===== src/rtl/mag_cmp_pkg.sv =====
// Shared types and helpers for the sequential magnitude comparator.
package mag_cmp_pkg;

  typedef enum logic {
    IDLE = 1'b0,
    RUN  = 1'b1
  } state_t;

  // One-hot {gt, eq, lt} result encoding used by scoreboards.
  localparam logic [2:0] RES_GT = 3'b100;
  localparam logic [2:0] RES_EQ = 3'b010;
  localparam logic [2:0] RES_LT = 3'b001;

  // Number of DIGIT-wide digits in a WIDTH-bit operand.
  function automatic int num_digits(input int width, input int digit);
    return width / digit;
  endfunction

  // Digit counter width; never narrower than one bit.
  function automatic int cnt_width(input int n);
    return (n > 1) ? $clog2(n) : 1;
  endfunction

endpackage


===== src/rtl/mag_comparator_seq_digit.sv =====
// Combinational DIGIT-bit magnitude comparator, MSB-first priority chain.
module mag_digit_cmp #(
  parameter int DIGIT = 2
) (
  input  logic [DIGIT-1:0] x,
  input  logic [DIGIT-1:0] y,
  output logic             gt,
  output logic             eq,
  output logic             lt
);

  // The first differing bit from the MSB decides; lower bits are ignored after that.
  always_comb begin
    logic g;
    logic l;
    g = 1'b0;
    l = 1'b0;
    for (int i = DIGIT - 1; i >= 0; i--) begin
      if (!g && !l) begin
        g = x[i] & ~y[i];
        l = ~x[i] & y[i];
      end
    end
    gt = g;
    lt = l;
    eq = ~(g | l);
  end

endmodule


===== src/rtl/mag_comparator_seq.sv =====
// Multi-cycle magnitude comparator: walks operands MSB-first DIGIT bits per
// cycle, stops at the first differing digit, holds the gt/eq/lt result.
module mag_comparator_seq
  import mag_cmp_pkg::*;
#(
  parameter int WIDTH = 8,
  parameter int DIGIT = 2
) (
  input  logic             clk,
  input  logic             rst,
  input  logic             start,
  input  logic             signed_mode,
  input  logic [WIDTH-1:0] a,
  input  logic [WIDTH-1:0] b,
  output logic             busy,
  output logic             done,
  output logic             gt,
  output logic             eq,
  output logic             lt
);

  localparam int             N    = num_digits(WIDTH, DIGIT);
  localparam int             CW   = cnt_width(N);
  localparam logic [CW-1:0]  LAST = CW'(N - 1);

  state_t           state;
  logic [WIDTH-1:0] sh_a;
  logic [WIDTH-1:0] sh_b;
  logic [WIDTH-1:0] cap_a;
  logic [WIDTH-1:0] cap_b;
  logic [CW-1:0]    cnt;
  logic             d_gt;
  logic             d_eq;
  logic             d_lt;

  // Flipping the sign bit of both operands maps two's-complement order onto unsigned order.
  always_comb begin
    cap_a = a;
    cap_b = b;
    if (signed_mode) begin
      cap_a[WIDTH-1] = ~a[WIDTH-1];
      cap_b[WIDTH-1] = ~b[WIDTH-1];
    end
  end

  mag_digit_cmp #(.DIGIT(DIGIT)) u_digit (
    .x  (sh_a[WIDTH-1 -: DIGIT]),
    .y  (sh_b[WIDTH-1 -: DIGIT]),
    .gt (d_gt),
    .eq (d_eq),
    .lt (d_lt)
  );

  // Control FSM: capture on start in IDLE, one digit per cycle in RUN, early exit on difference.
  always_ff @(posedge clk or posedge rst) begin
    if (rst) begin
      state <= IDLE;
      busy  <= 1'b0;
      done  <= 1'b0;
      gt    <= 1'b0;
      eq    <= 1'b0;
      lt    <= 1'b0;
      cnt   <= '0;
      sh_a  <= '0;
      sh_b  <= '0;
    end else begin
      done <= 1'b0;
      case (state)
        IDLE: begin
          if (start) begin
            sh_a  <= cap_a;
            sh_b  <= cap_b;
            cnt   <= '0;
            busy  <= 1'b1;
            state <= RUN;
          end
        end
        RUN: begin
          if (!d_eq) begin
            gt    <= d_gt;
            lt    <= d_lt;
            eq    <= 1'b0;
            done  <= 1'b1;
            busy  <= 1'b0;
            state <= IDLE;
          end else if (cnt == LAST) begin
            gt    <= 1'b0;
            lt    <= 1'b0;
            eq    <= 1'b1;
            done  <= 1'b1;
            busy  <= 1'b0;
            state <= IDLE;
          end else begin
            sh_a <= sh_a << DIGIT;
            sh_b <= sh_b << DIGIT;
            cnt  <= cnt + 1'b1;
          end
        end
        default: state <= IDLE;
      endcase
    end
  end

endmodule


===== config.mk =====
export PLATFORM = sky130hd
export DESIGN_NAME = mag_comparator_seq
export DESIGN_NICKNAME = d
export VERILOG_FILES = /design/src/rtl/mag_cmp_pkg.sv /design/src/rtl/mag_comparator_seq_digit.sv /design/src/rtl/mag_comparator_seq.sv
export SDC_FILE = /design/constraint.sdc
export NUM_CORES = 1
export LEC_CHECK = 0
export ABC_CLOCK_PERIOD_IN_PS = 5000
export BUFFER_PORTS_ARGS = -buffer_cell sky130_fd_sc_hd__buf_2
export CORE_AREA = 5 5 66 68
export CTS_CLUSTER_SIZE = 14
export DETAILED_ROUTE_END_ITERATION = 10
export DIE_AREA = 0 0 71 73
export GPL_ROUTABILITY_DRIVEN = 0
export PLACE_DENSITY = 0.54
export SLEW_MARGIN = 40
export SYNTH_ARGS = -nofsm -noshare
export SYNTH_HDL_FRONTEND = slang
export SYNTH_SLANG_ARGS = --single-unit

===== constraint.sdc =====
create_clock -name clk -period 5 [get_ports clk]
set_input_delay 0.75 -clock clk [delete_from_list [all_inputs] [get_ports clk]]
set_output_delay 0.75 -clock clk [all_outputs]
set_load 0.01 [all_outputs]

==> qor.yml, run 1 <==
layout:
  multiInputGateArea_um2: 589.3
  layout-drive-gt1-share_pct: 23.18
  final_core_util_pct: 39.39
  syn_to_final_growth_pct: 17.60
  antenna_cells: 0
  ff_latch_area_um2: 600.6
  final_cells: 201
  num-nets-final: 175
  fill_cells: 404
setup_path:
  cp-start-kind: "flip-flop"
  cp_slowest_stage_delay_ns: 0.47
  worstSetupEndpointType: "flip-flop"
  required_ns: 5.16
  cp_max_fo: 11
  crit_type: "flip-flop to flip-flop"
  arrival_ns: 2.17
  slowest_stage: "ha_1"
  crit_chain: "inv_1 -> ha_1 -> nor4_4 -> a31oi_2 -> nand2_1 -> a22o_1"
cts:
  clock_tree.htree_level_count: 1
  cts_setup_buffers: 0
  cts_sinks: 24
  cts_buffer_depth: 2
  ctsRootBufferMaster: "clkbuf_8"
  ctsHoldBuffers: 0
  numCtsBuffers: 3
  cts_resized: 0
  clk_pin_slew_worst_paths_ns: 0.09
  clk_latency_ns: 0.27
  cts_tree: "built"
synthesis:
  synth_cells: 131
  synth_edf_count: 0
  yosysMostFrequentCell: "dfrtp_1"
  avgSynthCellArea_um2: 9.714
  yosysSeqAreaShare_pct: 47.20
  netlist.area_leader.share_pct: 47.20
  synth.area.top_cells: "dfrtp_1 (47%), nand2_1 (5.0%), a31oi_1 (4.9%), a211oi_1 (3.5%), nor2b_1 (3.4%)"
  ys_seq_elements: 24
  synthDistinctLibCells: 29
  synth_area_um2: 1272
  synth_top_area_cell: "dfrtp_1"
  synth.net_count: 154
  ys_warn_count: 0
  ys.flop_type: "dfrtp_1"
  synth_commonest_cells: "dfrtp_1 (24), nand2_1 (17), inv_1 (11)"
  async_flop_share_pct: 100.0
drt:
  wl_per_cell_um: 14.12
  firstDrtPassIters: 4
  met1_length_um: 1241
  antenna_left: 0
  wl_um: 2839
  dr_wl_met3_um: 82
  routed-via-count: 1009
  top_layer: "met4"
  drt_iter0_drc: 30
  drcViolationCount: 0
  vias_per_cell: 5.020
  wl_met2_um: 1501
timing:
  tightest_slew_ns: 0.5496
  finalCriticalPeriod_ns: 2.006
  period_share_pct: 40.12
  holdWs_ns: 0.4928
  clock_skew_ns: 0.004310
  slew_headroom_pct: 63.24
  hold_violations: 0
  rsz0062_at_grt: "no"
  maxSlewViolCount: 0
  fmax_mhz: 498.5
  setup_viol: 0
  fin_tns_setup_ns: 0
grt:
  antenna_found_initial: 0
  overflow: 0
  grt_pass1_vias: 1035
  grt_util_all_layers_pct: 11.74
  grt_max_degree: 36
  grt_pass1_wl_um: 4850
place:
  dp_hpwl_um: 2078
  dp_cells: 197
  io_buffers: 24
floorplanning:
  dieArea_um2: 5183
  core_area_um2: 3799
  num_io_pins: 25
  rows: 23
  initial_utilization_pct: 33.50
  die_x_um: 71
  die_h_um: 73
power:
  power_density_nw_per_um2: 748.3
  ir_worst_vdd_v: 0.0002595
  leakage_uw: 0.0006774
status:
  outcome: "completed"
worst_hold_path:
  hp-class: "flip-flop to flip-flop"
flow_run:
  cap_violations: 0
## per-layer routing
metal,vias up,global-route usage [%]
met5,-,0
met4,0,3.758
met3,2,1.791
met2,12,21.63
met1,499,13.97
li1,496,-
## through the flow
| step | power [uW] | worst slack, ns | cell area (um2) |
|---|---|---|---|
| finish | 1120 | 2.994 | 1496 |
| CTS | 1145 | 2.933 | 1496 |
| global route | 1220 | 2.779 | 1496 |
| global placement | 936.6 | 2.755 | 1419 |
| detailed placement | 966.8 | 2.934 | 1425 |
| floorplan | 834.6 | 3.301 | 1272 |
## registers in the layout (all words and copies together), names as in the netlist
| name | flops |
|---|---|
| state | 1 |
| done | 1 |
| sh_a | 8 |
| eq | 1 |
| sh_b | 8 |
| lt | 1 |
| busy | 1 |
| cnt | 2 |
| gt | 1 |
## worst max-delay path: cells and delay by family (launching register included)
family,cells,cell delay (ns)
AOI/OAI and AO/OA,2,0.73
adders and majority gates,1,0.47
DFF,1,0.36
and+or+nand+nor,2,0.27
buffers and inverters,1,0.06
## final timing paths
kind	cells past startpoint	startpoint	endpoint	slack, ns
max	6	sh_a[7]$_DFFE_PP0P_	lt$_DFFE_PP0P_	2.99
min	1	cnt[0]$_DFFE_PP0P_	cnt[0]$_DFFE_PP0P_	0.49
max reg2reg	6	sh_a[7]$_DFFE_PP0P_	lt$_DFFE_PP0P_	2.99
min reg2reg	1	cnt[0]$_DFFE_PP0P_	cnt[0]$_DFFE_PP0P_	0.49
max in group asynchronous	2	rst	sh_a[2]$_DFFE_PP0P_	4.14
min in group asynchronous	2	rst	cnt[1]$_DFFE_PP0P_	0.50
## cells by family (layout without fill, tap and decap cells)
kind of cell             Yosys count  after routing  synth area share [%]
AND/OR/NAND/NOR                   40             40                 16.91
AO/OA/AOI/OAI                     37             37                 21.53
flip-flops                        24             24                 47.20
buffers and inverters             21             41                 6.981
adder cells (fa/ha/maj)            3              3                 2.950
XOR/XNOR                           3              3                 2.065
multiplexers                       3              3                 2.360
## cells in the final DEF, fill, tap and decap left out, drive strengths merged
cell type,Yosys,final
buf,7,25
nor3,1,1
o31ai,1,1
o21ai,5,5
a31o,1,1
nor3b,3,3
a21oi,5,5
nand2b,1,1
a22o,4,4
nor2,2,2
ha,3,3
nand3b,2,2
a31oi,10,10
bufinv,0,1
a211oi,6,6
nand2,17,17
xnor2,3,3
o21a,3,3
nor4,1,1
inv,12,12
o221a,2,2
mux2i,3,3
nand3,6,6
dfrtp,24,24
clkbuf,2,3
nor2b,7,7
## area by class of cell
type	count	share of cell area (%)
clock buffer	3	2.759
clock inverter	1	2.007
inverter	12	3.010
multi-input combinational	86	39.38
sequential	24	40.13
tap	50	4.181
timing repair buffer	25	8.528
## power by group
part           internal (uW)  leakage, uW  switching (uW)
Combinational            240     0.000353             352
Clock                    107    0.0000357            64.8
Sequential               292     0.000289            63.5
Total                    639     0.000677             481
Power figures use the tool's default switching activity.
==> run 2, diff against run 1 <==
--- a/config.mk
+++ b/config.mk
@@ -5,14 +5,14 @@
 export SDC_FILE = /design/constraint.sdc
 export NUM_CORES = 1
 export LEC_CHECK = 0
-export ABC_CLOCK_PERIOD_IN_PS = 5000
+export ABC_CLOCK_PERIOD_IN_PS = 1700
 export BUFFER_PORTS_ARGS = -buffer_cell sky130_fd_sc_hd__buf_2
 export CORE_AREA = 5 5 66 68
 export CTS_CLUSTER_SIZE = 14
 export DETAILED_ROUTE_END_ITERATION = 10
 export DIE_AREA = 0 0 71 73
 export GPL_ROUTABILITY_DRIVEN = 0
-export PLACE_DENSITY = 0.54
+export PLACE_DENSITY = 0.56
 export SLEW_MARGIN = 40
 export SYNTH_ARGS = -nofsm -noshare
 export SYNTH_HDL_FRONTEND = slang
==> constraint.sdc (replaced) <==
create_clock -name clk -period 1.7 [get_ports clk]
set_input_delay 0.255 -clock clk [delete_from_list [all_inputs] [get_ports clk]]
set_output_delay 0.255 -clock clk [all_outputs]
set_load 0.01 [all_outputs]
==> run 2 against run 1 <==
Effect of this change:
- clock power increased to 2.9 times the previous value
- critical endpoint is now sh_b[7]$_DFFE_PP0P_
- global-route usage rose by 0.46 points
- sequential share of layout area is 4.1 points lower
==> qor.yml, run 2 (synthesis gave the netlist of run 1 again) <==
timing:
  rsz0062_at_grt: "yes"  # was no
  hold_violations: 0  # unchanged
  tightest_slew_ns: 0.4253  # was 0.5496 ns
  slew_headroom_pct: 71.59  # was 63.24%
  setup_viol: 0  # unchanged
  holdWs_ns: 0.01904  # was 0.4928 ns
  finalCriticalPeriod_ns: 1.680  # was 2.006 ns
  fmax_mhz: 595.2  # was 498.5 MHz
  period_share_pct: 98.83  # was 40.12%
  maxSlewViolCount: 0  # unchanged
  clock_skew_ns: 0.007011  # was 0.004310 ns
  fin_tns_setup_ns: 0  # unchanged
flow_run:
  cap_violations: 0  # unchanged
power:
  power_uw: 4049  # was 1120 uW
  p_comb_share_pct: 60.6  # was 52.9%
  p_int_uw: 2441  # was 639.3 uW
  clockPowerShare_pct: 12.4  # was 15.3%
  p_sw_share_pct: 39.71  # was 42.91%
  p_sw_uw: 1608  # was 480.5 uW
  power.sequential.fraction_pct: 27.0  # was 31.8%
  ir_worst_vdd_v: 0.001152  # was 0.0002595 V
  power_density_nw_per_um2: 2422  # was 748.3 nW/um2
  leakage_uw: 0.0007618  # was 0.0006774 uW
layout:
  reg_top3: "sh_a (8), sh_b (8), cnt (2)"  # unchanged
  antenna_cells: 0  # unchanged
  layout-drive-gt1-share_pct: 34.13  # was 23.18%
  layout_common_cells: "buf_2 (24), dfrtp_1 (23), nand2_1 (15), buf_4 (15), inv_1 (10)"  # was dfrtp_1 (24), buf_2 (24), nand2_1 (17)
  fill_cells: 400  # was 404
  syn_to_final_growth_pct: 31.37  # was 17.60%
  final_area_um2: 1672  # was 1496 um2
  final_cells: 217  # was 201
  num-nets-final: 191  # was 175
  layout_commonest_cell: "buf_2"
cts:
  cts_sinks: 24  # unchanged
  clk_pin_slew_worst_paths_ns: 0.09  # about the same
  clock_tree.htree_level_count: 1  # unchanged
  ctsHoldBuffers: 0  # unchanged
  ctsRootBufferMaster: "clkbuf_8"  # unchanged
  numCtsBuffers: 3  # unchanged
  cts_tree: "built"  # unchanged
  cts_buffer_depth: 2  # unchanged
  clk_latency_ns: 0.27  # about the same
floorplanning:
  num_io_pins: 25  # unchanged
  die_h_um: 73  # unchanged
  rows: 23  # unchanged
  initial_utilization_pct: 33.50  # unchanged
  dieArea_um2: 5183  # unchanged
  die_x_um: 71  # unchanged
  core_area_um2: 3799  # unchanged
setup_path:
  cp_top_family: "compound AO/OA/AOI/OAI gates"  # unchanged
  worstSetupEndpointType: "flip-flop"  # unchanged
  r2r_slack_ns: 0.02  # was 2.99 ns
  required_ns: 1.85  # was 5.16 ns
  crit_chain: "inv_2 -> ha_4 -> buf_4 -> a31o_4 -> a21oi_4 -> inv_4 -> o221a_1"  # was inv_1 -> ha_1 -> nor4_4 -> a31oi_2 -> nand2_1 -> a22o_1
  r2r-start: "sh_a[7]$_DFFE_PP0P_"  # unchanged
  ff2ff_path_depth: 7  # was 6
  cp_max_fo: 7  # was 11
  worstReg2RegEnd: "sh_b[7]$_DFFE_PP0P_"  # was lt$_DFFE_PP0P_
  cp_slowest_stage_delay_ns: 0.40  # was 0.47 ns
  crit_type: "flip-flop to flip-flop"  # unchanged
  arrival_ns: 1.83  # was 2.17 ns
  slowest_stage: "dfrtp_1"  # was ha_1
  cp-start-kind: "flip-flop"  # unchanged
  worstPathBufferInverterCount: 3  # was 1
place:
  dp_hpwl_um: 2234  # was 2078 um
  place_area_um2: 1514  # was 1425 um2
  dp_cells: 208  # was 197
  io_buffers: 24  # unchanged
drt:
  drt_iter0_drc: 46  # was 30
  drcViolationCount: 0  # unchanged
  vias_per_cell: 4.968  # was 5.020
  wl_per_cell_um: 13.77  # was 14.12 um
  firstDrtPassIters: 4  # unchanged
  routed-via-count: 1078  # was 1,009
  antenna_left: 0  # unchanged
  wl_um: 2988  # was 2839 um
grt:
  grt_max_degree: 25  # was 36
  antenna_found_initial: 0  # unchanged
  overflow: 0  # unchanged
  grt_util_all_layers_pct: 12.20  # was 11.74%
  grt_pass1_vias: 1081  # was 1,035
  grt_pass1_wl_um: 4995  # was 4850 um
worst_hold_path:
  hp-class: "input port to asynchronous set/reset pin"  # was flip-flop to flip-flop
status:
  outcome: "completed"  # unchanged
run 2: changes by cell type in the layout (fill, tap and decap cells not counted), sizes merged:
| cell | delta |
|---|---|
| buf | +16 |
run 2: what timing repair did:
| action | 4_1_cts | 5_1_grt |
|---|---|---|
| pin swaps | 5 | 7 |
| endpoints found under the hold margin | 0 | 0 |
| setup buffers | 2 | 3 |
| setup endpoints to repair | 17 | 19 |
| gates resized for setup | 5 | 7 |
run 2: final cells by class:
class / count / area [um2] / area share, %
well taps: 50 / 62.56 / 3.743
clock inverters: 1 / 30.03 / 1.796
clock buffers: 3 / 41.29 / 2.470
inverters: 12 / 47.55 / 2.844
flip-flops and latches: 24 / 601.8 / 36.00
repair buffers: 41 / 264.0 / 15.79
multi-input cells: 86 / 624.3 / 37.35
run 2: worst max path at each step:
| stage | from | endpoint | slack [ns] | cells past startpoint |
|---|---|---|---|---|
| 6_report | sh_a[7]$_DFFE_PP0P_ | sh_b[7]$_DFFE_PP0P_ | 0.02 | 7 |
| 5_1_grt | sh_a[7]$_DFFE_PP0P_ | sh_b[7]$_DFFE_PP0P_ | -0.05 | 6 |
| 4_1_cts | sh_a[7]$_DFFE_PP0P_ | sh_b[7]$_DFFE_PP0P_ | 0.002 | 7 |
| 3_5_place_dp | sh_a[7]$_DFFE_PP0P_ | sh_b[7]$_DFFE_PP0P_ | -0.08 | 6 |
| 3_3_place_gp | sh_b[7]$_DFFE_PP0P_ | sh_a[2]$_DFFE_PP0P_ | -0.0009 | 6 |
| 2_1_floorplan | sh_a[7]$_DFFE_PP0P_ | sh_a[7]$_DFFE_PP0P_ | 0.001 | 8 |
run 2: power groups by stage:
stage	clock, uW	sequential [uW]	combinational [uW]
after detailed placement	0	1080	2130
after floorplan	0	1030	1420
after global placement	0	1080	2090
final	503	1090	2450
after global routing	534	1140	2710
after CTS	506	1090	2280
run 2: metal layers:
layer / global-route usage [%] / share of wire [%] / vias up
li1: - / - / 530
met1: 15.79 / 45 / 528
met2: 20.80 / 51 / 18
met3: 2.617 / 3.1 / 2
met4: 3.132 / 0.30 / 0
met5: 0 / 0 / -
run 2: worst min-delay path: stages:
cell   delay [ns]
buf_2        0.09
inv_1        0.04
buf_4        0.30
run 2: through the flow:
step | worst slack (ns) | util, %
after CTS | 0.002099 | 42.85
after global placement | -0.0009327 | 39.86
after detailed placement | -0.08206 | 39.86
final | 0.01991 | 44.01
after global routing | -0.04581 | 44.01
after floorplan | 0.001024 | -
==> run 3, diff against run 2 <==
--- a/config.mk
+++ b/config.mk
@@ -5,14 +5,14 @@
 export SDC_FILE = /design/constraint.sdc
 export NUM_CORES = 1
 export LEC_CHECK = 0
-export ABC_CLOCK_PERIOD_IN_PS = 1700
+export ABC_CLOCK_PERIOD_IN_PS = 1800
 export BUFFER_PORTS_ARGS = -buffer_cell sky130_fd_sc_hd__buf_2
 export CORE_AREA = 5 5 66 68
 export CTS_CLUSTER_SIZE = 14
 export DETAILED_ROUTE_END_ITERATION = 10
 export DIE_AREA = 0 0 71 73
 export GPL_ROUTABILITY_DRIVEN = 0
-export PLACE_DENSITY = 0.56
+export PLACE_DENSITY = 0.54
 export SLEW_MARGIN = 40
 export SYNTH_ARGS = -nofsm -noshare
 export SYNTH_HDL_FRONTEND = slang
==> constraint.sdc (replaced) <==
create_clock -name clk -period 1.8 [get_ports clk]
set_input_delay 0.27 -clock clk [delete_from_list [all_inputs] [get_ports clk]]
set_output_delay 0.27 -clock clk [all_outputs]
set_load 0.01 [all_outputs]
==> run 3 against run 2 <==
Effect of this change:
- sequential cell count unchanged
- first-iteration DRC count is 54% lower
- clock power shrank 24%
- critical path depth unchanged
- design area is 6.2% lower
- core utilization is 2.7 points lower
- highest routed layer unchanged
==> qor.yml, run 3 (synthesis gave the netlist of run 1 again) <==
timing:
  fin_ws_ns: 0.06815  # was 0.01991 ns
  fmax_mhz: 577.4  # was 595.2 MHz
  slew_headroom_pct: 70.82  # was 71.59%
  rsz0062_at_grt: "yes"  # unchanged
  setup_viol: 0  # unchanged
  period_share_pct: 96.21  # was 98.83%
  maxSlewViolCount: 0  # unchanged
  hold_violations: 0  # unchanged
  tightest_slew_ns: 0.4346  # was 0.4253 ns
  finalCriticalPeriod_ns: 1.732  # was 1.680 ns
  clock_skew_ns: 0.005970  # was 0.007011 ns
cts:
  ctsHoldBuffers: 0  # unchanged
  clock_tree.htree_level_count: 1  # unchanged
  numCtsBuffers: 3  # unchanged
  cts_tree: "built"  # unchanged
  cts_buffer_depth: 2  # unchanged
  cts_setup_buffers: 0  # was 2
  ctsRootBufferMaster: "clkbuf_8"  # unchanged
  clk_pin_slew_worst_paths_ns: 0.09  # about the same
  cts_sinks: 24  # unchanged
  clk_latency_ns: 0.28  # was 0.27 ns
setup_path:
  worstSetupEndpointType: "flip-flop"  # unchanged
  cp-start-kind: "flip-flop"  # unchanged
  arrival_ns: 1.90  # was 1.83 ns
  ff2ff_path_depth: 7  # unchanged
  cp-startpoint: "sh_b[7]$_DFFE_PP0P_"  # was sh_a[7]$_DFFE_PP0P_
  crit_type: "flip-flop to flip-flop"  # unchanged
  cp_max_fo: 8  # was 7
  worstReg2RegEnd: "sh_b[5]$_DFFE_PP0P_"  # was sh_b[7]$_DFFE_PP0P_
  r2r_slack_ns: 0.07  # was 0.02 ns
  r2r-start: "sh_b[7]$_DFFE_PP0P_"  # was sh_a[7]$_DFFE_PP0P_
  required_ns: 1.97  # was 1.85 ns
power:
  ir_worst_vdd_v: 0.001061  # was 0.001152 V
  leakage_uw: 0.0007086  # was 0.0007618 uW
  power_density_nw_per_um2: 2154  # was 2422 nW/um2
grt:
  antenna_found_initial: 0  # unchanged
  grt_util_all_layers_pct: 12.81  # was 12.20%
  grt_max_degree: 30  # was 25
  grt_pass1_wl_um: 5202  # was 4995 um
  grt_pass1_vias: 1096  # was 1,081
  overflow: 0  # unchanged
place:
  dp_hpwl_um: 2161  # was 2234 um
  pre_cts_slack_ns: 0.03371  # was -0.08206 ns
  place_area_um2: 1489  # was 1514 um2
  io_buffers: 24  # unchanged
drt:
  vias_per_cell: 4.899  # was 4.968
  wl_um: 3012  # was 2988 um
  drcViolationCount: 0  # unchanged
  firstDrtPassIters: 4  # unchanged
  antenna_left: 0  # unchanged
  routed-via-count: 1014  # was 1,078
  drt_iter0_drc: 21  # was 46
  wl_per_cell_um: 14.55  # was 13.77 um
flow_run:
  cap_violations: 0  # unchanged
floorplanning:
  die_x_um: 71  # unchanged
  rows: 23  # unchanged
  dieArea_um2: 5183  # unchanged
  core_area_um2: 3799  # unchanged
  initial_utilization_pct: 33.50  # unchanged
  die_h_um: 73  # unchanged
  num_io_pins: 25  # unchanged
layout:
  final_area_um2: 1568  # was 1672 um2
  num-nets-final: 181  # was 191
  fill_cells: 386  # was 400
  syn_to_final_growth_pct: 23.21  # was 31.37%
  layout_common_cells: "dfrtp_1 (24), buf_2 (24), nand2_1 (16)"  # was buf_2 (24), dfrtp_1 (23), nand2_1 (15), buf_4 (15), inv_1 (10)
  final_core_util_pct: 41.27  # was 44.01%
  antenna_cells: 0  # unchanged
  layout-drive-gt1-share_pct: 27.39  # was 34.13%
  reg_top3: "sh_a (8), sh_b (8), cnt (2)"  # unchanged
status:
  outcome: "completed"  # unchanged
worst_hold_path:
  hp-class: "input port to asynchronous set/reset pin"  # unchanged
run 3: routing by layer:
metal,wire length [um],share of wire (%),up-vias,track usage [%]
met3,128,4.2,5,2.066
met5,0,0,-,0
met2,1472,49,23,21.42
met1,1359,45,476,16.61
li1,-,-,510,-
met4,51,1.7,0,5.010
run 3: per-stage QoR:
step	hold slack (ns)	setup TNS [ns]	instances	power, uW
2_1_floorplan	0.2846	0	131	2318
3_3_place_gp	0.3339	0	203	2884
3_5_place_dp	0.3349	0	203	2922
4_1_cts	0.04026	0	207	3317
5_1_grt	0.09249	-0.007059	207	3678
6_report	0.02495	0	207	3377
run 3: cell type report:
cell class              count  area, um2  share of cell area, %
multi-input cells          86      606.8                  38.71
flip-flops and latches     24      600.6                  38.31
repair buffers             31      197.7                  12.61
well taps                  50      62.56                  3.990
clock buffers               4      55.05                  3.512
inverters                  12      45.04                  2.873
run 3: worst max path at each step:
stage	endpoint	slack, ns	cells past startpoint
finish	sh_b[5]$_DFFE_PP0P_	0.07	7
CTS	sh_b[5]$_DFFE_PP0P_	0.002	7
detailed placement	sh_b[5]$_DFFE_PP0P_	0.03	7
floorplan	sh_a[7]$_DFFE_PP0P_	0.10	8
global placement	sh_b[5]$_DFFE_PP0P_	0.07	7
global route	sh_b[5]$_DFFE_PP0P_	-0.007	7
run 3: worst max-delay path: stages, from the launching register on:
cell and delay, ns:
dfrtp_1 0.43, inv_1 0.07, ha_2 0.20, nor4_4 0.35, a31o_4 0.21, buf_12 0.13
a31oi_1 0.12, o21a_1 0.12
run 3: power breakdown:
| part | internal, uW | switching (uW) | leakage, uW | total, uW |
|---|---|---|---|---|
| sequential | 812 | 215 | 0.000289 | 1030 |
| clock | 196 | 185 | 0.0000288 | 381 |
| combinational | 921 | 1050 | 0.000391 | 1970 |
| total | 1930 | 1450 | 0.000709 | 3380 |
run 3: repair_timing:
action | CTS | global route
resized for setup | 0 | 5
endpoints found under the setup margin | 0 | 17
hold endpoints to repair | 0 | 0
